**config.mk**
```make
export PLATFORM = sky130hd
export DESIGN_NAME = clock_fpla
export DESIGN_NICKNAME = d
export VERILOG_FILES = /design/src/rtl/clock_fpla.sv
export SDC_FILE = /design/constraint.sdc
export NUM_CORES = 1
export LEC_CHECK = 0
export ABC_AREA = 1
export ABC_CLOCK_PERIOD_IN_PS = 1200
export CAP_MARGIN = 20
export CORE_AREA = 2 2 39 41
export DETAILED_ROUTE_END_ITERATION = 16
export DIE_AREA = 0 0 41 43
export GPL_ROUTABILITY_DRIVEN = 1
export SLEW_MARGIN = 10
export SYNTH_ARGS = -nofsm -noshare
export SYNTH_HDL_FRONTEND = slang
export SYNTH_SLANG_ARGS = --single-unit
export TNS_END_PERCENT = 1
```
**constraint.sdc**
```tcl
create_clock -name MCKR -period 1.2 [get_ports MCKR]
set_input_delay 0.24 -clock MCKR [delete_from_list [all_inputs] [get_ports MCKR]]
set_output_delay 0.24 -clock MCKR [all_outputs]
set_load 0.005 [all_outputs]
```
**src/rtl/clock_fpla.sv**
```systemverilog
// Horizontal-timing decoder: extends the 8-bit pixel count with an internal 256H bit and decodes line strobes.
// Optional CLOCK_FPLA_REGOUT_EN registers all outputs on MCKR (one cycle of extra latency).
module clock_fpla (
    input  logic       MCKR,
    input  logic       rst_b,
    input  logic [7:0] in,
    output logic [9:0] out
);

    localparam logic [9:0] RESET_OUT = 10'b1_000_1_1_0_1_1_0;

    logic       r_h256;
    logic [8:0] w_h;
    logic       w_active;
    logic [9:0] w_dec;

    // The upstream counter wraps on the same edge, so toggling on a sampled 8'hFF keeps h glitch-free.
    always_ff @(posedge MCKR or negedge rst_b) begin
        if (!rst_b) begin
            r_h256 <= 1'b0;
        end else if (in == 8'hFF) begin
            r_h256 <= ~r_h256;
        end
    end

    assign w_h      = {r_h256, in};
    assign w_active = (w_h < 9'd336);

    always_comb begin
        w_dec      = RESET_OUT;
        w_dec[9]   = (w_h != 9'd511);
        w_dec[8:6] = w_active ? in[2:0] : 3'b111;
        w_dec[5]   = (w_h != 9'd504);
        w_dec[4]   = w_active;
        w_dec[3]   = (w_h >= 9'd376) && (w_h <= 9'd407);
        w_dec[2]   = !((in[2:0] == 3'b111) && w_active);
        w_dec[1]   = !((w_h >= 9'd336) && (w_h <= 9'd503));
        w_dec[0]   = r_h256;
    end

`ifdef CLOCK_FPLA_REGOUT_EN
    logic [9:0] r_out;

    always_ff @(posedge MCKR or negedge rst_b) begin
        if (!rst_b) begin
            r_out <= RESET_OUT;
        end else begin
            r_out <= w_dec;
        end
    end

    assign out = r_out;
`else
    assign out = w_dec;
`endif

endmodule

```
==> qor.yml <==
power:
  p_leak_nw: 0.270
  p_switching_uw: 94.2
  power_density_mw_per_mm2: 457
  p_sw_share_pct: 38.4
  pwr-share-comb_pct: 80.7
  share_seq_of_total_power_pct: 19.3
  p_int_uw: 151
  fin_total_pwr_uw: 245
  irDropWorstVdd_mv: 0.285
  clkPwrFrac_pct: 0
critical_path:
  cp_slowest_cell: "dfrtp_2"
  cp_common_cell: "nand2_2"
  critical_path_arrival_ns: 0.97
  criticalPathCategory: "reg2out"
  max_stage_delay_ns: 0.39
  path_max_fanout: 5
  cp-start-kind: "flop"
  required_ns: 0.96
  endpoint_kind: "output port"
  crit_path_cell_trace: "inv_2 -> nor2_4 -> nand3_4 -> nand2_2 -> buf_4 -> nand2_2 -> buf_6"
placed_design:
  io_buffer_count: 19
  gp_congestion: 0.698
  hpwlAfterDp_um: 606
floorplan:
  rows: 14
  io_pins: 20
  die_y_um: 43
  die_x_um: 41
  start_util_pct: 16.6
  core_mm2: 0.00138
  die-area_mm2: 0.00176
routing:
  drt_iter0_drc: 6
  finalWirelength_um: 846
  wl_met2_um: 508
  vias: 374
  firstDrtPassIters: 3
  routed-wl-met3_um: 38
  top_layer: "met4"
  drc: 0
  drt-wirelength-per-cell_um: 9.30
  wl_met1_um: 284
  postRouteAntennaNets: 0
  viasPerCell: 4.11
timing:
  hold_violations: 0
  max_freq_mhz: 824
  finalCritPeriodShare_pct: 101
  setup_viol: 4
  relSlewSlack_pct: 89.6
  fin_hold_ws_ns: 0.389
  tightest_slew_ns: 0.155
  period_needed_ns: 1.21
  setup_ws_ns: -0.0138
  skew_ns: 0
  finalMaxSlewViolations: 0
  rsz0062_at_grt: "yes"
finish:
  drive_above_1_share_pct: 61.3
  fin_nets: 87
  largest_register_ffs: 1
  regMostFlops: "r_h256"
  multiInputGateArea_um2: 210
  antenna_cells: 0
  top_regs: "r_h256 (1)"
  area_delta_synth_final_pct: 133
  regArea_um2: 26.3
  fillers: 160
run_status:
  violations: "negative setup slack"
  outcome: "complete, but fails checks"
synth:
  synthCells: 43
  netlist_area_um2: 230
  yosys_warnings: 0
  syn_area_per_cell_um2: 5.35
  synth_seq_area_share_pct: 10.9
  ys_types: 14
  syn-num-nets: 53
  ys_ff_latch: 1
global_route:
  grt_remaining_overflow: 0
  grt_max_degree: 6
  antenna_found_initial: 0
  first_global_vias: 363
  grt_usage_pct: 11.3
  grt_pass1_wl_mm: 1.49
flow_run:
  drv_cap: 0
clock_network:
  clk_latency_ns: 0
  path_clk_slew_ns: 0
hold_path:
  min_path_type: "in2async"
[routing by layer]
layer	vias to the layer above	global-route usage [%]
li1	199	-
met1	163	13.1
met2	10	22.5
met3	2	0
met4	0	0
met5	-	0
[path summary, 6_finish.rpt]
| path | start | to | slack (ns) | depth (start not counted) |
|---|---|---|---|---|
| max in group asynchronous | rst_b | r_h256 | 0.70 | 1 |
| min in group MCKR | in[4] | r_h256 | 0.63 | 5 |
| max reg2reg | r_h256 | r_h256 | 0.43 | 3 |
| min | rst_b | r_h256 | 0.39 | 1 |
| min reg2reg | r_h256 | r_h256 | 0.64 | 3 |
| max | r_h256 | out[1] | -0.01 | 7 |
[timing repair]
action / CTS / global route
hold buffers: 0 / 0
resized for setup: 69 / 8
pin swaps: 9 / 3
setup endpoints to repair: 11 / 10
buffers inserted: 9 / 0
[cell usage after synthesis]
cell | n | area share, %
nor2_2 | 1 | 2.7
nand4_1 | 1 | 2.7
nand3_2 | 1 | 4.3
inv_1 | 4 | 6.5
buf_4 | 2 | 6.5
nand3_1 | 6 | 13
inv_2 | 2 | 3.3
nand2_1 | 14 | 23
nand3b_1 | 2 | 6.5
nor2_4 | 1 | 4.9
nor2_1 | 5 | 8.2
nor3_1 | 1 | 2.2
dfrtp_1 | 1 | 11
nand2_2 | 2 | 5.4
[per-stage QoR]
| stage | area, um2 | cells | TNS [ns] | setup slack [ns] | utilization (%) |
|---|---|---|---|---|---|
| after global placement | 478 | 83 | -6.31 | -0.695 | 34.5 |
| after floorplan | 230 | 43 | 0 | 0.0797 | - |
| final | 537 | 91 | -0.0278 | -0.0138 | 38.8 |
| after CTS | 522 | 92 | -0.0120 | -0.0120 | 37.7 |
| after global routing | 537 | 91 | -0.408 | -0.0854 | 38.8 |
| after detailed placement | 478 | 83 | -6.45 | -0.718 | 34.5 |
[layout make-up]
class / instances / share of cell area (%)
tap: 16 / 3.73
sequential: 1 / 4.90
inverter: 6 / 4.66
multi-input combinational: 34 / 39.2
timing repair buffer: 34 / 47.6
[power by group through the flow]
| stage | clock [mW] | combinational, mW | sequential, mW |
|---|---|---|---|
| after global routing | 0 | 0.219 | 0.0492 |
| final | 0 | 0.198 | 0.0474 |
| after CTS | 0 | 0.186 | 0.0472 |
| after floorplan | 0 | 0.0671 | 0.0446 |
| after global placement | 0 | 0.173 | 0.0451 |
| after detailed placement | 0 | 0.174 | 0.0450 |
[worst max-delay path: cells and delay by family, from the launching register on]
kind | cells | cell delay (ns)
simple gates | 4 | 0.31
flops | 1 | 0.39
buf+inv | 3 | 0.26
[cell usage in the layout (no fill, tap or decap), drive strengths merged]
master	count
buf	27
nor2	7
nand2	16
inv	6
nor3	1
dlygate4sd2	4
dfrtp	1
clkdlybuf4s15	1
clkdlybuf4s50	1
nand3	7
clkbuf	1
nand4	1
nand3b	2
[cells by family after synthesis]
group                  share of synthesized area [%]
flip-flops                                      10.9
buffers and inverters                           16.3
AND/OR/NAND/NOR                                 72.8
Power figures use the tool's default switching activity.
